$ cat config.mk
export PLATFORM = sky130hd
export DESIGN_NAME = tdm_demux14_flat
export DESIGN_NICKNAME = d
export VERILOG_FILES = /design/src/rtl/tdm_demux14_if.sv /design/src/rtl/tdm_demux14.sv /design/src/flat_wrapper.sv
export SDC_FILE = /design/constraint.sdc
export NUM_CORES = 1
export LEC_CHECK = 0
export CORE_AREA = 8 8 84 67
export CTS_CLUSTER_SIZE = 30
export DETAILED_ROUTE_END_ITERATION = 7
export DIE_AREA = 0 0 92 75
export GPL_TIMING_DRIVEN = 0
export PLACE_DENSITY_LB_ADDON = 0.2
export SLEW_MARGIN = 20
export SYNTH_ARGS = -nofsm -noshare
export SYNTH_HDL_FRONTEND = slang
export SYNTH_SLANG_ARGS = --single-unit
$ cat constraint.sdc
create_clock -name Clk -period 2 [get_ports Clk]
set_clock_uncertainty 0.05 [all_clocks]
set_input_delay 0.4 -clock Clk [delete_from_list [all_inputs] [get_ports Clk]]
set_output_delay 0.4 -clock Clk [all_outputs]
set_load 0.05 [all_outputs]
$ cat src/rtl/tdm_demux14_if.sv
// Serial-side and channel-side signal bundle for the 1:4 TDM demultiplexer.
// The master is the link side, which drives beats and watches the channels.
// The slave is the demux itself.
interface tdm_demux14_if #(
  parameter int WIDTH = 8
);
  logic [WIDTH-1:0] Din;
  logic             Din_valid;
  logic             Frame_sync;
  logic [WIDTH-1:0] A;
  logic [WIDTH-1:0] B;
  logic [WIDTH-1:0] C;
  logic [WIDTH-1:0] D;
  logic [3:0]       Out_valid;
  logic [1:0]       Sel;
  logic             Locked;
  logic             Frame_done;
  logic             Sync_err;

  modport master (
    output Din, Din_valid, Frame_sync,
    input  A, B, C, D, Out_valid, Sel, Locked, Frame_done, Sync_err
  );

  modport slave (
    input  Din, Din_valid, Frame_sync,
    output A, B, C, D, Out_valid, Sel, Locked, Frame_done, Sync_err
  );
endinterface

$ cat src/rtl/tdm_demux14.sv
// 1:4 time-division demultiplexer.
// It locks onto Frame_sync (slot A) and routes each valid beat into one of
// four channel registers. It flywheels through up to MISS_MAX-1 missing syncs
// before dropping lock. A sync seen in the wrong slot restarts the frame.
module tdm_demux14 #(
  parameter int WIDTH    = 8,
  parameter int MISS_MAX = 2
) (
  input logic          Clk,
  input logic          Rst_n,
  tdm_demux14_if.slave bus
);
  localparam int MW = (MISS_MAX < 2) ? 1 : $clog2(MISS_MAX + 1);

  typedef enum logic {HUNT, LOCKED} state_e;

  state_e                  state_q;
  logic [1:0]              sel_q;
  logic [MW-1:0]           miss_q;
  logic [3:0][WIDTH-1:0]   ch_q;
  logic [3:0]              ov_q;
  logic                    fd_q;
  logic                    se_q;

  // Frame tracking, channel capture and output pulse generation.
  always_ff @(posedge Clk or negedge Rst_n) begin
    if (!Rst_n) begin
      state_q <= HUNT;
      sel_q   <= '0;
      miss_q  <= '0;
      ch_q    <= '0;
      ov_q    <= '0;
      fd_q    <= 1'b0;
      se_q    <= 1'b0;
    end else begin
      ov_q <= '0;
      fd_q <= 1'b0;
      se_q <= 1'b0;
      if (bus.Din_valid) begin
        case (state_q)
          HUNT: begin
            // Beats are discarded until a sync-marked beat arrives.
            if (bus.Frame_sync) begin
              ch_q[0] <= bus.Din;
              ov_q    <= 4'b0001;
              sel_q   <= 2'd1;
              miss_q  <= '0;
              state_q <= LOCKED;
            end
          end
          LOCKED: begin
            if (sel_q != 2'd0 && bus.Frame_sync) begin
              // Misaligned sync: drop the partial frame and restart at slot A.
              se_q    <= 1'b1;
              ch_q[0] <= bus.Din;
              ov_q    <= 4'b0001;
              sel_q   <= 2'd1;
              miss_q  <= '0;
            end else if (sel_q == 2'd0 && !bus.Frame_sync &&
                         miss_q == MW'(MISS_MAX - 1)) begin
              // Too many missed syncs: this beat is not trusted and lock is dropped.
              state_q <= HUNT;
              sel_q   <= '0;
              miss_q  <= '0;
            end else begin
              ch_q[sel_q] <= bus.Din;
              ov_q        <= 4'b0001 << sel_q;
              sel_q       <= sel_q + 2'd1;
              if (sel_q == 2'd0)
                miss_q <= bus.Frame_sync ? '0 : miss_q + MW'(1);
              if (sel_q == 2'd3)
                fd_q <= 1'b1;
            end
          end
          default: state_q <= HUNT;
        endcase
      end
    end
  end

  assign bus.A          = ch_q[0];
  assign bus.B          = ch_q[1];
  assign bus.C          = ch_q[2];
  assign bus.D          = ch_q[3];
  assign bus.Out_valid  = ov_q;
  assign bus.Sel        = sel_q;
  assign bus.Locked     = (state_q == LOCKED);
  assign bus.Frame_done = fd_q;
  assign bus.Sync_err   = se_q;
endmodule

$ cat src/flat_wrapper.sv
// flat-port wrapper written by rule: the top's interface ports become plain ports
module tdm_demux14_flat 
#(
  parameter int WIDTH    = 8,
  parameter int MISS_MAX = 2
)
  (Clk, Rst_n, bus_Din, bus_Din_valid, bus_Frame_sync, bus_A, bus_B, bus_C, bus_D, bus_Out_valid, bus_Sel, bus_Locked, bus_Frame_done, bus_Sync_err);
  tdm_demux14_if #(.WIDTH(WIDTH)) bus_i ();
  input logic Clk;
  input logic Rst_n;
  input wire logic [$bits(bus_i.Din)-1:0] bus_Din;
  input wire logic [$bits(bus_i.Din_valid)-1:0] bus_Din_valid;
  input wire logic [$bits(bus_i.Frame_sync)-1:0] bus_Frame_sync;
  output wire logic [$bits(bus_i.A)-1:0] bus_A;
  output wire logic [$bits(bus_i.B)-1:0] bus_B;
  output wire logic [$bits(bus_i.C)-1:0] bus_C;
  output wire logic [$bits(bus_i.D)-1:0] bus_D;
  output wire logic [$bits(bus_i.Out_valid)-1:0] bus_Out_valid;
  output wire logic [$bits(bus_i.Sel)-1:0] bus_Sel;
  output wire logic [$bits(bus_i.Locked)-1:0] bus_Locked;
  output wire logic [$bits(bus_i.Frame_done)-1:0] bus_Frame_done;
  output wire logic [$bits(bus_i.Sync_err)-1:0] bus_Sync_err;
  assign bus_i.Din = bus_Din;
  assign bus_i.Din_valid = bus_Din_valid;
  assign bus_i.Frame_sync = bus_Frame_sync;
  assign bus_A = bus_i.A;
  assign bus_B = bus_i.B;
  assign bus_C = bus_i.C;
  assign bus_D = bus_i.D;
  assign bus_Out_valid = bus_i.Out_valid;
  assign bus_Sel = bus_i.Sel;
  assign bus_Locked = bus_i.Locked;
  assign bus_Frame_done = bus_i.Frame_done;
  assign bus_Sync_err = bus_i.Sync_err;
  tdm_demux14 #(.WIDTH(WIDTH), .MISS_MAX(MISS_MAX)) u_core (.Clk(Clk), .Rst_n(Rst_n), .bus(bus_i));
endmodule
# Yosys cells after proc, flatten, opt, wreduce, memory -nomap -nowiden
# Cells that the tools add are included.
# word_totals
reg_bits	43
out_inout_bits	41
in_bits	12
# classes
n_reduce_logical	11
shifts	1
order_cmp	2
add_sub_neg	2
bitwise	3
mux	34
eq_ne	5
# op_table
operator	n
bitwise mux 32 bit	1
two-way mux 8 bit	4
demux 8 bit (select 2 bit)	1
two-way mux 2 bit	8
one-hot mux 8 bit (2 select lines)	1
two-way mux 1 bit	12
two-way mux 4 bit	3
one-hot mux 2 bit (2 select lines)	2
one-hot mux 4 bit (2 select lines)	1
AND reduction 3 bit	2
adder 2 x 1 -> 2 bit, second input constant	2
logical AND 1 bit	4
!= test 4 bit, second input constant	1
AND reduction 4 bit	1
<< shifter 1 x 2 -> 4 bit, first input constant	1
less-than comparator 2 x 3 -> 1 bit, second input constant	1
!= test 3 bit, second input constant	1
NOT 1 bit	3
equality test 2 x 1 -> 1 bit, second input constant	1
equality test 2 bit, second input constant	1
greater-or-equal comparator 2 x 1 -> 1 bit, second input constant	1
logical NOT 2 bit	1
!= test 2 bit, second input constant	1
one-hot mux 1 bit (2 select lines)	1
other kinds (3)	3

# Logic depth before layout (Yosys ltp)
# logic_depth
word_depth	8
depth_mapped	6
ltp_nobuf	5

# Least setup slack after synthesis
# Ideal clock, no wire load.
# synth_timing
kind	reg-to-reg
start	register u_core.sel_q[0] (netlist: u_core.bus.Sel[0])
end	register u_core.ch_q (netlist bit u_core.bus.C[0])
path_slack_ps	-120
arrival_time_ps	1945
path_stages_with_launch	7
period_less_slack_ps	2120
path_buffers	1
path_cell_list	dfrtp_1 > inv_1 > ha_1 > nand2b_1 > buf_4 > o2111ai_4 > mux2_2
# synth_between
elab_chain_len	5
# synth_lines
item	line	source
from (decl)	tdm_demux14.sv:18	logic [1:0] sel_q;
from (signal assigned)	tdm_demux14.sv:68	sel_q <= sel_q + 2'd1;
less-than comparator 2 x 3 -> 1 bit (not written as such), or another cell as far along	tdm_demux14.sv:66	ch_q[sel_q] <= bus.Din;
logical AND 1 bit (on tied branches)	tdm_demux14.sv:66, tdm_demux14.sv:59	
two-way mux 8 bit (not written as such) or logical AND 1 bit (tied branches)	tdm_demux14.sv:66, tdm_demux14.sv:59	
demux 8 bit (select 2 bit) or NOT 1 bit (tied branches)	--	
bitwise mux 32 bit or AND reduction 4 bit (tied branches)	--	
to (signal, indexed assignment)	tdm_demux14.sv:66	
to (decl)	tdm_demux14.sv:20	logic [3:0][WIDTH-1:0] ch_q;
# Several ways; a longest one is shown, not always the timed one.
# A chain may end at the register's enable or synchronous reset.

# Final worst setup path
# layout_timing
start	register u_core.sel_q[1] (netlist: u_core.bus.Sel[1])
end	output bus_Sel[1]
# layout_lines
item	line	source
to (decl)	flat_wrapper.sv:19	output wire logic [$bits(bus_i.Sel)-1:0] bus_Sel;
# No word-level cell between the ends.

==> results.yml <==
setup_path:
  cp-end-kind: "output pin"
  path_class: "reg -> out"
  regToRegSetupSlack_ps: 120
  reg2regPathDepth: 7
  critPathSlowestCell: "clkdlybuf4s50_1"
  r2r_end: "u_core.bus.C[2]"
  slowest_delay_ps: 820
  worstPathCellList: "clkdlybuf4s50_1"
  cp.arrival_ps: 1510
  worst-path-buf-inv: 1
  path_max_fanout: 5
  crit_family: "buffers and inverters"
  r2r_start: "u_core.bus.Sel[1]"
  crit_required_ps: 1550
  cp-start-kind: "flip-flop"
yosys:
  ys_top_cells_by_area: "dfrtp_1 57%, mux2_2 12%, a32o_1 4.4%, o2111ai_4 4.3%, ha_1 4.1%"
  ys_top_cells_by_count: "42 x dfrtp_1, 20 x mux2_2, 8 x a32o_1"
  yosys.area.top_type: "dfrtp_1"
  syn_nets: 143
  synth_most_common_cell: "dfrtp_1"
  synth-seq-cells: 42
  synth.distinct_cells: 29
  yosysSeqAreaShare_pct: 57.30
  ys_warn_count: 0
  syn_avg_cell_area_um2: 14.67
  async_reset_ff_share_pct: 100.0
  synth_top_area_share_pct: 57.30
  synth_cells: 125
  syn_area_um2: 1834
  synth_edf_count: 0
  synthFlopType: "dfrtp_1"
clock_network:
  htreeDepth: 2
  clk_latency_ps: 290
  clock_sinks: 42
  cts_buffer_depth: 2
  root_buffer: "clkbuf_8"
  numCtsBuffers: 5
  clkTransAtPathRegs_ps: 80
  cts_tree: "built"
global_routing:
  grt_max_degree: 23
  overflow: 0
  antenna_found_initial: 0
  grt_pass1_wl_um: 7348
  grt_pass1_vias: 1451
  grt_usage_pct: 13.64
cells_and_area:
  drive_gt1_share_pct: 30.37
  nNetsFinal: 208
  fill_cells: 344
  diodes: 0
  synthToLayoutAreaGrowth_pct: 43.32
timing:
  rsz0062_at_grt: "false"
  setup_viol: 0
  hold_violations: 0
  holdWs_ps: 24.83
  fin_crit_sh_pct: 97.98
  worstMarginPinSlew_ps: 536.1
  slew-limit-headroom_pct: 64.15
  fin_tns_setup_ps: 0
  drv_slew: 0
  fmax_mhz: 510.3
  period_minus_slack_ps: 1960
floorplan:
  die_w_um: 92
  core_area_um2: 4309
  die_h_um: 75
  io_pins: 53
  num_rows: 21
  initial_core_util_pct: 42.57
  dieArea_um2: 6900
route:
  drt_first_pass_iters: 4
  via_per_inst: 5.044
  wl_um: 4340
  wire_per_inst_um: 17.50
  ant_nets: 0
  drt_iter0_drc: 46
  vias: 1251
  drc: 0
placed_design:
  io_buffers: 52
  hpwl_um: 3232
  place_congestion: 0.7873
run_status:
  status: "completed"
min_path:
  worstHoldPathType: "in -> async"
job:
  cap_violations: 0
## worst max-delay path by stage
stage / cells after the start / end / startpoint / slack [ps]
5_1_grt: 1 / bus_Sel[1] / u_core.bus.Sel[1] / 3
6_report: 1 / bus_Sel[1] / u_core.bus.Sel[1] / 40
4_1_cts: 1 / bus_Sel[0] / u_core.bus.Sel[0] / 4
2_1_floorplan: 5 / u_core.bus.C[0] / u_core.bus.Sel[0] / 60
3_5_place_dp: 4 / u_core.bus.C[4] / bus_Frame_sync / -110
3_3_place_gp: 1 / u_core.bus.Sel[1] / Rst_n / -690
## stage by stage
stage / std cells / instance area [µm²] / setup WS, ps / utilization (%)
floorplan: 125 / 1837 / 63.07 / -
global placement: 234 / 2429 / -688.6 / 56.36
detailed placement: 235 / 2451 / -111.2 / 56.88
CTS: 248 / 2614 / 3.542 / 60.66
global route: 248 / 2629 / 3.307 / 61.00
finish: 248 / 2629 / 40.39 / 61.00
## layout make-up
| cell class | instances | area (µm²) | share of cell area, % |
|---|---|---|---|
| Sequential cell | 42 | 1054 | 40.08 |
| Tap cell | 57 | 71.32 | 2.713 |
| Multi-Input combinational cell | 71 | 725.7 | 27.61 |
| Clock inverter | 2 | 13.76 | 0.5236 |
| Buffer | 6 | 50.05 | 1.904 |
| Timing Repair Buffer | 58 | 619.3 | 23.56 |
| Inverter | 6 | 22.52 | 0.8567 |
| Clock buffer | 6 | 72.57 | 2.761 |
## cells in the final DEF, fill, tap and decap left out, types with 3 or more instances in the layout
cell / Yosys / layout
buf_12: 0 / 3
dfrtp_1: 42 / 40
clkbuf_8: 0 / 5
buf_4: 3 / 5
inv_1: 6 / 5
a32o_1: 8 / 8
ha_1: 6 / 4
mux2_2: 20 / 20
o2111ai_4: 3 / 3
nand2_1: 6 / 6
clkdlybuf4s50_1: 0 / 49
mux2_4: 4 / 4
## what timing repair did
| action | CTS | global route |
|---|---|---|
| hold buffers | 0 | 0 |
| hold endpoints to repair | 0 | 0 |
| pin swaps | 3 | 0 |
| resized for setup | 2 | 4 |
| endpoints found under the setup margin | 25 | 24 |
| gates cloned | 0 | 0 |
| setup buffers | 5 | 0 |
## sequential cells by signal (all words and copies together), names as in the netlist
signal,count
u_core.bus.Sync_err,1
u_core.bus.Out_valid,3
u_core.bus.Frame_done,1
u_core.bus.B,8
u_core.bus.Sel,2
u_core.bus.Locked,1
u_core.bus.A,8
u_core.bus.D,8
u_core.miss_q,2
u_core.bus.C,8
## cell families (layout without fill, tap and decap cells)
kind of cell               count (synthesis)  in the layout  synth area share (%)
DFF                                       42             42                 57.30
muxes                                     24             24                 15.55
AOI/OAI and AO/OA                         21             21                 13.03
and+or+nand+nor                           20             20                 6.071
buffers and inverters                     12             78                 3.956
adders and majority gates                  6              6                 4.093
## per-layer routing
layer  global-route usage (%)  wire (µm)  up-vias
li1                         -          -      587
met1                    15.83       1910      615
met2                    22.86       2062       40
met3                    5.080        288        9
met4                    4.982         78        0
met5                        0          0        -
Power is left out: the tool's default activity adds up to more than one toggle a clock period on the data nets, which glitch-free logic cannot reach.
